--- src/rtl/chess_lmg_pkg.sv ---
// Shared constants, word layout helpers and FSM state type for the LMG result FIFO.
package chess_lmg_pkg;

  localparam int MOVE_W = 18;
  localparam int SLOTS  = 8;
  localparam int SLOT_W = MOVE_W + 1;
  localparam int WORD_W = SLOTS * SLOT_W;

  // Move fields are opaque to the packer; this layout is kept here for readers of the FIFO words.
  typedef struct packed {
    logic [5:0] from_sq;
    logic [5:0] to_sq;
    logic [2:0] promo;
    logic [2:0] flags;
  } lmg_move_t;

  typedef enum logic [2:0] {IDLE, PACK, FLUSH, TERM, DONE} lmg_state_e;

  function automatic int slot_lsb(input int k);
    return k * SLOT_W;
  endfunction

  function automatic logic [WORD_W-1:0] term_word();
    logic [WORD_W-1:0] w;
    w = '0;
    for (int k = 0; k < SLOTS; k++) w[slot_lsb(k) + MOVE_W] = 1'b1;
    return w;
  endfunction

  localparam logic [WORD_W-1:0] TERM_WORD = term_word();

endpackage

--- src/rtl/lmg_word_fifo.sv ---
// Word FIFO between the move packer and the search controller.
// Output word is registered on pop; popping an empty FIFO presents the terminator word.
module lmg_word_fifo
  import chess_lmg_pkg::*;
#(
  parameter int DEPTH = 16
) (
  input  logic              clk,
  input  logic              reset,
  input  logic              clr,
  input  logic              push,
  input  logic [WORD_W-1:0] push_data,
  input  logic              pop,
  output logic [WORD_W-1:0] dout,
  output logic              empty,
  output logic              full
);
  localparam int AW = $clog2(DEPTH);
  localparam int CW = AW + 1;

  logic [WORD_W-1:0] mem_q [DEPTH];
  logic [AW-1:0]     wr_q, wr_d, rd_q, rd_d;
  logic [CW-1:0]     cnt_q, cnt_d;
  logic [WORD_W-1:0] dout_q, dout_d;
  logic              empty_q, empty_d;
  logic              do_pop;

  assign full   = (cnt_q == CW'(DEPTH));
  assign do_pop = pop && (cnt_q != '0);

  always_comb begin
    wr_d   = wr_q;
    rd_d   = rd_q;
    cnt_d  = cnt_q;
    dout_d = dout_q;
    if (clr) begin
      wr_d   = '0;
      rd_d   = '0;
      cnt_d  = '0;
      dout_d = TERM_WORD;
    end else begin
      if (push) wr_d = wr_q + 1'b1;
      if (pop) begin
        dout_d = do_pop ? mem_q[rd_q] : TERM_WORD;
        if (do_pop) rd_d = rd_q + 1'b1;
      end
      if (push && !do_pop)      cnt_d = cnt_q + CW'(1);
      else if (do_pop && !push) cnt_d = cnt_q - CW'(1);
    end
    empty_d = (cnt_d == '0);
  end

  always_ff @(posedge clk or negedge reset) begin
    if (!reset) begin
      wr_q    <= '0;
      rd_q    <= '0;
      cnt_q   <= '0;
      dout_q  <= TERM_WORD;
      empty_q <= 1'b1;
    end else begin
      wr_q    <= wr_d;
      rd_q    <= rd_d;
      cnt_q   <= cnt_d;
      dout_q  <= dout_d;
      empty_q <= empty_d;
    end
  end

  // Storage needs no reset: only entries between the pointers are ever read.
  always_ff @(posedge clk) begin
    if (push && !clr) mem_q[wr_q] <= push_data;
  end

  assign dout  = dout_q;
  assign empty = empty_q;

endmodule

--- src/rtl/lmg_move_packer.sv ---
// Packs accepted moves eight to a word, flushes the partial word and appends a terminator.
//   IDLE  | waiting for start
//   PACK  | accepting moves into the assembly word
//   FLUSH | pushing the padded partial word
//   TERM  | pushing the all-invalid terminator
//   DONE  | generation complete
module lmg_move_packer
  import chess_lmg_pkg::*;
#(
  parameter int DEPTH = 16
) (
  input  logic              clk,
  input  logic              reset,
  input  logic              start,
  input  logic              mv_valid,
  input  logic [MOVE_W-1:0] mv_data,
  output logic              mv_ready,
  input  logic              gen_done,
  input  logic              rden,
  output logic [WORD_W-1:0] fifoOut,
  output logic              fifoEmpty,
  output logic              done,
  output logic [7:0]        move_count
);
  localparam int SLOT_IW = $clog2(SLOTS);
  localparam logic [SLOT_IW-1:0] LAST_SLOT = SLOT_IW'(SLOTS - 1);

  lmg_state_e        state_q, state_d;
  logic [SLOT_IW-1:0] slot_q, slot_d;
  logic [WORD_W-1:0] asm_q, asm_d, filled_word, push_word;
  logic [7:0]        count_q, count_d;
  logic              push, fifo_full, accept;

  always_comb begin
    state_d     = state_q;
    slot_d      = slot_q;
    asm_d       = asm_q;
    count_d     = count_q;
    push        = 1'b0;
    push_word   = asm_q;
    mv_ready    = 1'b0;
    accept      = 1'b0;
    filled_word = asm_q;
    filled_word[slot_lsb(int'(slot_q)) +: SLOT_W] = {1'b0, mv_data};

    case (state_q)
      PACK: begin
        mv_ready = !((slot_q == LAST_SLOT) && fifo_full);
        accept   = mv_valid && mv_ready;
        if (accept) begin
          count_d = (count_q == 8'hFF) ? count_q : count_q + 8'd1;
          if (slot_q == LAST_SLOT) begin
            push      = 1'b1;
            push_word = filled_word;
            slot_d    = '0;
            asm_d     = TERM_WORD;
          end else begin
            slot_d = slot_q + 1'b1;
            asm_d  = filled_word;
          end
        end
        // A move accepted alongside gen_done is already folded into slot_d.
        if (gen_done) state_d = (slot_d != '0) ? FLUSH : TERM;
      end
      FLUSH: begin
        if (!fifo_full) begin
          push      = 1'b1;
          push_word = asm_q;
          slot_d    = '0;
          asm_d     = TERM_WORD;
          state_d   = TERM;
        end
      end
      TERM: begin
        if (!fifo_full) begin
          push      = 1'b1;
          push_word = TERM_WORD;
          state_d   = DONE;
        end
      end
      default: ;
    endcase

    if (start) begin
      state_d  = PACK;
      slot_d   = '0;
      asm_d    = TERM_WORD;
      count_d  = '0;
      push     = 1'b0;
      mv_ready = 1'b0;
    end
  end

  always_ff @(posedge clk or negedge reset) begin
    if (!reset) begin
      state_q <= IDLE;
      slot_q  <= '0;
      asm_q   <= TERM_WORD;
      count_q <= '0;
    end else begin
      state_q <= state_d;
      slot_q  <= slot_d;
      asm_q   <= asm_d;
      count_q <= count_d;
    end
  end

  lmg_word_fifo #(.DEPTH(DEPTH)) u_fifo (
    .clk       (clk),
    .reset     (reset),
    .clr       (start),
    .push      (push),
    .push_data (push_word),
    .pop       (rden),
    .dout      (fifoOut),
    .empty     (fifoEmpty),
    .full      (fifo_full)
  );

  assign done       = (state_q == DONE);
  assign move_count = count_q;

endmodule

--- config.mk ---
export PLATFORM = sky130hd
export DESIGN_NAME = lmg_move_packer
export DESIGN_NICKNAME = d
export VERILOG_FILES = /design/src/rtl/chess_lmg_pkg.sv /design/src/rtl/lmg_word_fifo.sv /design/src/rtl/lmg_move_packer.sv
export SDC_FILE = /design/constraint.sdc
export NUM_CORES = 2
export LEC_CHECK = 0
export ABC_AREA = 1
export CORE_ASPECT_RATIO = 0.75
export CORE_MARGIN = 3
export CORE_UTILIZATION = 35
export DETAILED_ROUTE_END_ITERATION = 8
export RECOVER_POWER = 50
export REMOVE_ABC_BUFFERS = 1
export SYNTH_ARGS = -nofsm -noshare
export SYNTH_HDL_FRONTEND = slang
export SYNTH_SLANG_ARGS = --single-unit
--- constraint.sdc ---
create_clock -name clk -period 15.8 [get_ports clk]
set_input_delay 3.16 -clock clk [delete_from_list [all_inputs] [get_ports clk]]
set_output_delay 3.16 -clock clk [all_outputs]
set_load 0.03 [all_outputs]
==> results by stage <==
Setup path:
- The type of the setup path with the least slack is in -> reg.
- The worst-path maximum fanout is 83.
- The slowest library cell on the worst path is sky130_fd_sc_hd__clkbuf_1.
- The arrival time reported for the critical path endpoint is approximately 12000 ps.
- The critical path starts at mv_valid.
- The cell repeated most along the worst path is sky130_fd_sc_hd__nand2_1.
- Walking the worst path, the cells encountered are dlygate4sd3_1, nand4_1, nand2_1, nand2_1, nor3_1, clkbuf_1, buf_4.
- In this run the critical register-to-register path is launched from u_fifo.cnt_q[0].
- STA classifies the critical path endpoint as a flop.
- The delay of the slowest critical-path stage is 5720 ps.
- The critical path startpoint category is a primary input.
- STA puts the critical path data required time at ~16000 ps.

Clocking:
- The number of gates resized after cts is 0.
- Clock-pin slew was measured on the worst setup and hold paths at around 60 ps.
- After clock tree synthesis, the setup repair step added 0 buffers.
- The root buffer cell is sky130_fd_sc_hd__clkbuf_16.
- The clock tree from TritonCTS is done.
- The clock insertion delay at the later pin of the skew report is 880 ps.
- The number of H-tree levels is 5.
- The TritonCTS buffer count is about 280.
- The number of hold buffers added after cts is 0.
- The number of buffers on the longest clock path is 4.
- The TritonCTS sink count is between 2000 and 3000.

Floorplan:
- The die boundary width is approximately 660 um.
- In this run the standard cell core region covers roughly 320000 sq um.
- The starting density of the core is 0.353.
- ~190 I/O pins were placed.
- The row count is 179.
- The floorplan step defined a die boundary enclosing around 330000 sq um.
- The y dimension of the die is between 400 and 500 um.

Timing:
- Setup repair after global routing left no endpoint under its margin.
- The count of final hold-check violations is 0.
- At the pin with the least slew margin, the transition time is just under 9000 ps.
- In the final timing run, aggregate negative setup slack is 0 ps.
- The smallest clock period supported by the final layout is computed as around 12000 ps.
- The headroom to the max-slew limit is -4.86.
- In the post-route analysis, the smallest setup slack over all paths is about 3900 ps.
- The number of slew-limit violations in the final report is 1664.
- The number of failing setup endpoints in the final timing report is 0.
- The largest clock skew in the final design is about 58 ps.
- The final critical-path share of the clock period is 0.751.
- Based on the critical path, the design can be clocked at up to 84.3 MHz.

GRT:
- Entering global routing, the biggest net connects 214 pins.
- The via count of the first global-routing pass is around 74000.
- Across every metal layer, demand over resource in global routing totals 0.205.
- The number of antenna violations at the first check in global routing is 33.
- Global routing finished with a remaining overflow of 0.
- The first global-routing pass estimated around 500000 um of wire.

Job:
- The number of maximum-capacitance constraint violations is 39.

Synth:
- Summing every instance area after synthesis gives roughly 110000 sq um.
- sky130_fd_sc_hd__edfxtp_1 takes more of the synthesized area than any other cell.
- The async set or reset register ratio after synthesis is 0.120.
- By area the synthesized netlist is led by sky130_fd_sc_hd__edfxtp_1, sky130_fd_sc_hd__o21ai_0, sky130_fd_sc_hd__dfrtp_1.
- The synthesized instance count is approximately 9200.
- During synthesis, Yosys emitted a total of 0 warnings.
- The number of flops mapped to enable cells by yosys is approximately 2400.
- Counting flops and latches in the post-synthesis netlist gives roughly 2800.
- In this run the mean area of a mapped cell was 12.2 sq um.
- The most common cell in the synthesized netlist is sky130_fd_sc_hd__edfxtp_1.
- Counting instances in the post-synthesis netlist gives the leading cell types as sky130_fd_sc_hd__edfxtp_1, sky130_fd_sc_hd__o21ai_0, sky130_fd_sc_hd__nor2_1, sky130_fd_sc_hd__clkbuf_1, sky130_fd_sc_hd__nand2_1.
- Yosys mapped the design onto 44 distinct sky130hd cell types.
- The share of synthesized area in the top cell type comes to 0.650.
- The main flop type after synthesis is sky130_fd_sc_hd__edfxtp_1.
- The sequential share of the synthesized area is 0.724.

Power and ir drop:
- Summing internal, switching and leakage power gives ~23 mW.
- Power spread over the standard cell area amounts to 183 nW/um^2.
- Summed over all cells, the static leakage comes to roughly 42 nW.
- IR analysis of the VDD net gives a maximum drop of between 0.2 and 0.25 mV.

Worst hold path:
- The hold path startpoint is u_fifo.dout[8].
- The worst hold path belongs to the class reg -> reg.

Finish:
- The fill cell total of the finished layout is just under 30000.
- The final net count is roughly 9300.
- Excluding fillers, the count of instances in the completed layout stands at ~14000.
- The area occupied by registers is between 80000 and 90000 sq um.
- At the end of the flow the core is filled with cells to 0.400.
- From synthesis to final layout, the design area changed by 13.3%.
- The share of cells above drive strength 1 is 0.0652.
- The footprint of the multi-input gates is roughly 27000 sq um.

Place:
- At the end of routability-driven placement, the weighted congestion stood at slightly above 0.8.
- The cell count after placement is 13190.
- The worst setup timing slack at the placement stage is about 7600 ps.
- The count of buffers from port buffering is roughly 190.
- The total half-perimeter wirelength after legalization and detailed placement is roughly 180000 um.

Status:
- The checks that failed: capacitance limit, slew limit.
- The flow ran to the end, but the final reports show violations.

Route:
- The routed design has 349000 um of wire.
- The detailed-route DRC error count is 0.
- After detailed routing, the average wire length per cell comes to ~25 um.
- The detail route stage leaves a number of antenna-violating nets equal to 0.
- Using the TritonRoute via totals, the vias-per-cell ratio works out to 5.69.
- The final route contains approximately 78000 vias.
- After the first detailed-routing iteration, the DRC count stood at between 10000 and 15000.
- For this run, the detailed router's first-pass iteration total came to 6.
[layout make-up]
class | count | area share
Antenna cell | 7 | 0.000138
Clock buffer | 372 | 0.0599
Clock inverter | 123 | 0.00945
Inverter | 211 | 0.00648
Multi-Input combinational cell | 5527 | 0.216
Sequential cell | 2764 | 0.639
Tap cell | 4253 | 0.0418
Timing Repair Buffer | 435 | 0.0274
[layout by cell type (no fill, tap or decap), drive strengths merged, types with 20 or more instances in the layout]
cell           instances
a22o                  90
a32o                  54
o211ai               250
clkinv                85
clkdlybuf4s50         23
a21oi                379
dfrtp                315
a31oi                 35
clkbuf               481
nand3                 52
nor2                1539
o21ai               2054
buf                  141
inv                  220
dlygate4sd3          162
o22ai                410
edfxtp              2432
bufinv                20
nand2                554
o221ai                45
[registers in the layout, summed over array words and instances, names as in the netlist]
signal,count
u_fifo.mem_q,2432
u_fifo.rd_q,4
slot_q,3
u_fifo.cnt_q,5
move_count,8
u_fifo.dout,152
u_fifo.wr_q,4
asm_q,152
u_fifo.empty,1
state_q,3
[where the power goes]
part	switching (mW)	internal [mW]
Sequential	0.320	9.31
Clock	2.78	3.73
Combinational	5.28	1.86
[cell families after synthesis]
family | after synthesis | synth area share
XOR/XNOR | 6 | 0.000468
adder cells (fa/ha/maj) | 14 | 0.00156
flip-flops | 2764 | 0.724
buffers and inverters | 924 | 0.0322
AO/OA/AOI/OAI | 3329 | 0.167
AND/OR/NAND/NOR | 2178 | 0.0746
[critical path, delay by kind of cell]
| kind | cells | cell delay [ps] |
|---|---|---|
| buf+inv | 3 | 7680 |
| simple gates | 4 | 1380 |
[per-stage QoR]
stage / area (sq um) / hold slack, ps
2_1_floorplan: 110000 / 501
3_3_place_gp: 119000 / 476
3_5_place_dp: 119000 / 480
4_1_cts: 128000 / 492
5_1_grt: 127000 / 511
6_report: 127000 / 485
[layer usage]
layer  track usage  share of wire  vias up
li1              -              -    34029
met1         0.287           0.42    39079
met2         0.322           0.45     4117
met3        0.0402           0.10      627
met4        0.0651          0.031        8
met5             0        0.00017        -
[worst paths after layout]
| kind | endpoint | slack (ps) | cells after the start |
|---|---|---|---|
| setup / recovery | u_fifo.mem_q[7][57] | 3930 | 7 |
| hold / removal | u_fifo.dout[8] | 490 | 1 |
| setup reg to reg | u_fifo.mem_q[7][57] | 5260 | 9 |
| hold reg to reg | u_fifo.dout[8] | 490 | 1 |
| max in group asynchronous | u_fifo.dout[69] | 5730 | 3 |
| min in group asynchronous | u_fifo.dout[84] | 4290 | 1 |
(Power assumes the default switching activity.)
